===== src/rtl/id_ex_pipe_reg.sv =====
// ID/EX pipeline register: captures the bubble-muxed control bundle and ID operands
// for the EX stage, with hold, flush and per-slot valid, plus load-use hazard detection.
module id_ex_pipe_reg #(
  parameter int DW = 32,
  parameter int AW = 5
) (
  input  logic          clk,
  input  logic          reset,
  input  logic          stall,
  input  logic          flush,
  input  logic          id_valid,
  input  logic [2:0]    id_pcsrc,
  input  logic [1:0]    id_regdst,
  input  logic          id_regwr,
  input  logic          id_alusrc1,
  input  logic          id_alusrc2,
  input  logic [5:0]    id_alufun,
  input  logic          id_sign,
  input  logic          id_memwr,
  input  logic          id_memrd,
  input  logic [1:0]    id_memtoreg,
  input  logic [DW-1:0] id_pc4,
  input  logic [DW-1:0] id_rsdata,
  input  logic [DW-1:0] id_rtdata,
  input  logic [DW-1:0] id_imm,
  input  logic [AW-1:0] id_rs,
  input  logic [AW-1:0] id_rt,
  input  logic [AW-1:0] id_rd,
  input  logic [4:0]    id_shamt,
  output logic [2:0]    ex_pcsrc,
  output logic [1:0]    ex_regdst,
  output logic          ex_regwr,
  output logic          ex_alusrc1,
  output logic          ex_alusrc2,
  output logic [5:0]    ex_alufun,
  output logic          ex_sign,
  output logic          ex_memwr,
  output logic          ex_memrd,
  output logic [1:0]    ex_memtoreg,
  output logic [DW-1:0] ex_pc4,
  output logic [DW-1:0] ex_rsdata,
  output logic [DW-1:0] ex_rtdata,
  output logic [DW-1:0] ex_imm,
  output logic [AW-1:0] ex_rs,
  output logic [AW-1:0] ex_rt,
  output logic [AW-1:0] ex_rd,
  output logic [4:0]    ex_shamt,
  output logic          ex_valid,
  output logic          load_use
);

  typedef struct packed {
    logic [2:0] pcsrc;
    logic [1:0] regdst;
    logic       regwr;
    logic       alusrc1;
    logic       alusrc2;
    logic [5:0] alufun;
    logic       sign;
    logic       memwr;
    logic       memrd;
    logic [1:0] memtoreg;
  } ctrl_t;

  ctrl_t ctrl_p0;
  ctrl_t ctrl_p1;
  logic  vld_p0;
  logic  vld_p1;
  logic  load_en;

  // ID side: squash control for flushed or invalid slots so they can never write state
  always_comb begin
    ctrl_p0 = '0;
    vld_p0  = id_valid & ~flush;
    if (vld_p0) begin
      ctrl_p0.pcsrc    = id_pcsrc;
      ctrl_p0.regdst   = id_regdst;
      ctrl_p0.regwr    = id_regwr;
      ctrl_p0.alusrc1  = id_alusrc1;
      ctrl_p0.alusrc2  = id_alusrc2;
      ctrl_p0.alufun   = id_alufun;
      ctrl_p0.sign     = id_sign;
      ctrl_p0.memwr    = id_memwr;
      ctrl_p0.memrd    = id_memrd;
      ctrl_p0.memtoreg = id_memtoreg;
    end
  end

  assign load_en = flush | ~stall;

  // ID -> EX boundary; data fields still load on flush so pc4 stays usable as EPC
  always_ff @(posedge clk or posedge reset) begin
    if (reset) begin
      ctrl_p1   <= '0;
      vld_p1    <= 1'b0;
      ex_pc4    <= '0;
      ex_rsdata <= '0;
      ex_rtdata <= '0;
      ex_imm    <= '0;
      ex_rs     <= '0;
      ex_rt     <= '0;
      ex_rd     <= '0;
      ex_shamt  <= '0;
    end else if (load_en) begin
      ctrl_p1   <= ctrl_p0;
      vld_p1    <= vld_p0;
      ex_pc4    <= id_pc4;
      ex_rsdata <= id_rsdata;
      ex_rtdata <= id_rtdata;
      ex_imm    <= id_imm;
      ex_rs     <= id_rs;
      ex_rt     <= id_rt;
      ex_rd     <= id_rd;
      ex_shamt  <= id_shamt;
    end
  end

  assign ex_pcsrc    = ctrl_p1.pcsrc;
  assign ex_regdst   = ctrl_p1.regdst;
  assign ex_regwr    = ctrl_p1.regwr;
  assign ex_alusrc1  = ctrl_p1.alusrc1;
  assign ex_alusrc2  = ctrl_p1.alusrc2;
  assign ex_alufun   = ctrl_p1.alufun;
  assign ex_sign     = ctrl_p1.sign;
  assign ex_memwr    = ctrl_p1.memwr;
  assign ex_memrd    = ctrl_p1.memrd;
  assign ex_memtoreg = ctrl_p1.memtoreg;
  assign ex_valid    = vld_p1;

  // Self-clears: the bubble it requests loads control = 0 on the next edge
  assign load_use = ~flush & vld_p1 & ctrl_p1.memrd & (ex_rt != '0) &
                    ((ex_rt == id_rs) | (ex_rt == id_rt));

endmodule


===== config.mk =====
export PLATFORM = sky130hd
export DESIGN_NAME = id_ex_pipe_reg
export DESIGN_NICKNAME = d
export VERILOG_FILES = /design/src/rtl/id_ex_pipe_reg.sv
export SDC_FILE = /design/constraint.sdc
export NUM_CORES = 1
export LEC_CHECK = 0
export ABC_CLOCK_PERIOD_IN_PS = 6000
export BUFFER_PORTS_ARGS = -buffer_cell sky130_fd_sc_hd__buf_2
export CAP_MARGIN = 20
export CELL_PAD_IN_SITES_DETAIL_PLACEMENT = 0
export CELL_PAD_IN_SITES_GLOBAL_PLACEMENT = 1
export CORE_MARGIN = 10
export CORE_UTILIZATION = 29
export DETAILED_ROUTE_END_ITERATION = 16
export GPL_TIMING_DRIVEN = 0
export PLACE_DENSITY = 0.84
export SLEW_MARGIN = 20
export SYNTH_ARGS = -nofsm -noshare
export SYNTH_HDL_FRONTEND = slang
export SYNTH_SLANG_ARGS = --single-unit

===== constraint.sdc =====
create_clock -name clk -period 6 [get_ports clk]
set_input_delay 1.8 -clock clk [delete_from_list [all_inputs] [get_ports clk]]
set_output_delay 1.8 -clock clk [all_outputs]
set_load 0.05 [all_outputs]

; ---- Yosys cells after proc, flatten, opt, wreduce, memory -nomap -nowiden
; Cells that the tools add are included.
[totals]
reg_bits = 168
inputBits = 172
out_inout_bits = 169
[op_classes]
n_eq_ne = 2
n_mux = 1
n_bitwise = 9
n_reduce_logical = 1
[ops]
columns = operator, count
row1 = $mux 19, 1
row2 = $eq 5x5->1, 2
row3 = $and 1x1->1, 5
row4 = $reduce_bool 5->1, 1
row5 = $not 1->1, 2
row6 = $or 1x1->1, 2

; ---- Depth between registers and ports, before layout
[depth]
word_depth = 5
depth_mapped = 6
ltp_nobuf = 4

; ---- Worst setup path before layout
; Ideal clock, no wire load.
[synth_timing]
path_type = input to output
start = input port id_rs[2]
end = output port load_use
t_arrival_ps = 2991
t_required_ps = 4200
slack_ps = 1209
cell_stages = 4
path_cell_list = xor2_1 -> nor3_1 -> nand3_1 -> a21oi_1
[synth_between]
elab_chain_len = 3
[synth_lines]
columns = item, line
row1 = from (decl), 26  ; input logic [AW-1:0] id_rs,
row2 = $eq 5x5->1, 132  ; ((ex_rt == id_rs) | (ex_rt == id_rt));
row3 = $or 1x1->1, 132
row4 = $and 1x1->1, 131  ; assign load_use = ~flush & vld_p1 & ctrl_p1.memrd & (ex_rt != '0) &
row5 = to (decl), 49  ; output logic load_use
; Every way passes these cells.

; ---- Final worst setup path
; Same ends and word-level chain as after synthesis.

==> results.md <==
- Synth Net Count: 864
- Clk sink count: 168
- Share of cells above drive strength 1: 0.385
- Leakage power: 5.36 nW
- Finished Layout Cells: 1350
- Vias in the first global route: 5880
- H-tree levels: 4
- Unrepaired setup endpoints after global routing: no
- Drt total wl: 22.8 mm
- Final Util: 0.424
- Switch Pwr: 1.03 mW
- Total chip power: 3.17 mW
- Rel. slew slack: 0.572
- Placed cells: 1317
- CP Launch Type: input pin
- Worst-case vdd ir drop: 166 µV
- Max cap viols: 0
- Worst-Margin Slew: 0.641 ns
- Clock share of power: 0.390
- Max Root-Sink Buffers: 2
- Row count: 54
- Setup Crit Path Kind: input pin to output pin
- Worst slack, placed: 1.45 ns
- Dpl hpwl: 17.7 mm
- Minimum clock period: 4.55 ns
- Final setup vio count: 0
- Post-synthesis cell area: 6450 µm²
- Final nets: 1228
- CTS Buf Count: 17
- Die Ht: 169 µm
- 1st-iter DRT viols: 258
- Vias: 5710
- Clock Latency Late Sink: 0.41 ns
- Fmax: 220 MHz
- Worst path required time: 4.20 ns
- Flop2flop setup slack: 5.28 ns
- Worst-path maximum fanout: 2
- Initial antenna violation count: 5
- Hold Slack: 0.459 ns
- Status: complete, no violations
- Wire per inst: 16.9 µm
- Die Area: 28600 µm²
- Die Wd: 169 µm
- First-pass GRT wire length: 34.7 mm
- Post-cts resize count: 0
- I/O Buffers: 340
- Switching Fraction: 0.324
- Initial Util: 0.295
- Area post-placement: 8600 µm²
- Layout area overhead: 43.7%
- PD cells: 342 nW/µm²
- Pin count of the biggest net entering global routing: 32
- Comb power frac: 0.211
- Total GRT Usage: 0.155
- Grt ovf: 0
- Post-DRT Antenna Nets: 0
- Final GP Congestion: 0.792
- Post-synthesis register bit count: 168
- P_int: 2.14 mW
- CTS tree: done
- Setup Skew: 0 ns
- Setup TNS: 0 ns
- Post-CTS Hold Buffers: 0
- TritonRoute pass-1 iters: 4
- Seq pwr share: 0.399
- Worst setup EP type: output pin
- # Post-CTS Setup Buffers: 0
- Distinct cell type count after synthesis: 20
- CP arrival: 2.75 ns
- Final worst path period share: 0.758
- Max-slew violation count: 0
- Final hold viol count: 0
- Ys Warns: 0
- DR DRC count: 0
- Root buffer cell: clkbuf_16
- Clk slew on worst S/H paths: 0.07 ns
- Final Instance Area: 9260 µm²
- Sequential share of the synthesized area: 0.652
- Cell count after synthesis: 692
- Crit path setup slack, layout: 1.45 ns
- Io pins: 341
- Vias per std cell: 4.23
- Worst hold-check path type: flip-flop to flip-flop
- Core area: 21800 µm²
- Average size of a mapped cell: 9.32 µm²
==> cell type report <==
type                       count  area [µm²]
clock buffer                  19         443
multi-input combinational    486        1990
fill                        2230       12600
antenna                        2        5.00
timing repair buffer         345        1800
inverter                       1        7.51
buffer                        37         245
clock inverter                12         213
sequential                   168        4200
tap                          280         350
==> placed cells by master (no fill, tap or decap) <==
| cell type | netlist | final |
|---|---|---|
| nand2_1 | 445 | 445 |
| buf_2 | 10 | 350 |
| dfrtp_1 | 168 | 168 |
| buf_4 | 22 | 22 |
| a22o_1 | 19 | 19 |
| clkbuf_16 | 0 | 17 |
| xor2_1 | 6 | 6 |
| bufinv_16 | 0 | 5 |
| buf_12 | 0 | 5 |
| xnor2_1 | 4 | 4 |
| clkinvlp_4 | 0 | 4 |
| clkbuf_4 | 3 | 3 |
| clkbuf_1 | 2 | 3 |
| diode_2 | 0 | 2 |
| nor3_1 | 2 | 2 |
| nand3_1 | 2 | 2 |
| inv_6 | 0 | 2 |
| inv_8 | 0 | 2 |
| nor2b_1 | 1 | 1 |
| nand2b_1 | 1 | 1 |
| or4_1 | 1 | 1 |
| nor2_1 | 1 | 1 |
| o21ai_1 | 1 | 1 |
| a21oi_1 | 1 | 1 |
| nor3b_1 | 1 | 1 |
| a21o_1 | 1 | 1 |
| clkbuf_8 | 0 | 1 |
==> worst paths after layout <==
kind                       cells after the start             to          start
min reg2reg                                    2  ex_rsdata[20]  ex_rsdata[20]
min                                            2  ex_rsdata[20]  ex_rsdata[20]
max reg2reg                                    1   ex_alufun[0]   ex_alufun[0]
min in group asynchronous                      2  ex_rtdata[26]          reset
max                                            6       load_use       id_rs[2]
max in group asynchronous                      5     ex_imm[10]          reset
==> power by group through the flow <==
| stage | Sequential, mW | Combinational, mW | Clock, mW |
|---|---|---|---|
| after floorplan | 1.60 | 0.138 | 0 |
| after global placement | 1.28 | 0.667 | 0 |
| after detailed placement | 1.29 | 0.679 | 0 |
| after CTS | 1.27 | 0.680 | 1.27 |
| after global routing | 1.28 | 0.716 | 1.32 |
| final | 1.27 | 0.668 | 1.24 |
==> routing by layer <==
metal | wire length (µm) | global-route usage | part of all wire | vias up
li1 | - | - | - | 2849
met1 | 9540 | 0.185 | 0.42 | 2665
met2 | 11200 | 0.257 | 0.49 | 179
met3 | 1760 | 0.0560 | 0.077 | 17
met4 | 287 | 0.0435 | 0.013 | 0
met5 | 0 | 0 | 0 | -
==> cell families after synthesis <==
family / count (synthesis) / synth area share
compound gates: 22 / 0.0285
xor+xnor: 10 / 0.0136
buf+inv: 38 / 0.0386
flops: 168 / 0.652
simple gates: 454 / 0.267
==> state kept, by name, summed over array words and instances, names as in the netlist, 3 cells and up <==
| register | count |
|---|---|
| ex_shamt | 5 |
| ex_alufun | 6 |
| ex_rd | 5 |
| ex_rs | 5 |
| ex_rsdata | 32 |
| ex_rtdata | 32 |
| ex_pcsrc | 3 |
| ex_rt | 5 |
| ex_pc4 | 32 |
| ex_imm | 32 |
==> cell usage after synthesis <==
| library cell | number | area share |
|---|---|---|
| a21o_1 | 1 | 0.0012 |
| a21oi_1 | 1 | 0.00078 |
| a22o_1 | 19 | 0.026 |
| buf_2 | 10 | 0.0078 |
| buf_4 | 22 | 0.026 |
| clkbuf_1 | 2 | 0.0012 |
| clkbuf_4 | 3 | 0.0035 |
| dfrtp_1 | 168 | 0.65 |
| inv_1 | 1 | 0.00058 |
| nand2_1 | 445 | 0.26 |
| nand2b_1 | 1 | 0.00097 |
| nand3_1 | 2 | 0.0016 |
| nor2_1 | 1 | 0.00058 |
| nor2b_1 | 1 | 0.00097 |
| nor3_1 | 2 | 0.0016 |
| nor3b_1 | 1 | 0.0012 |
| o21ai_1 | 1 | 0.00078 |
| or4_1 | 1 | 0.0012 |
| xnor2_1 | 4 | 0.0054 |
| xor2_1 | 6 | 0.0082 |
==> critical path, cell delays in order <==
cell and delay (ns):
buf_2 0.11, xor2_1 0.14, nor3_1 0.19, nand3_1 0.09, a21oi_1 0.14, buf_2 0.28
Note: power is estimated with default switching activity, not from simulation.
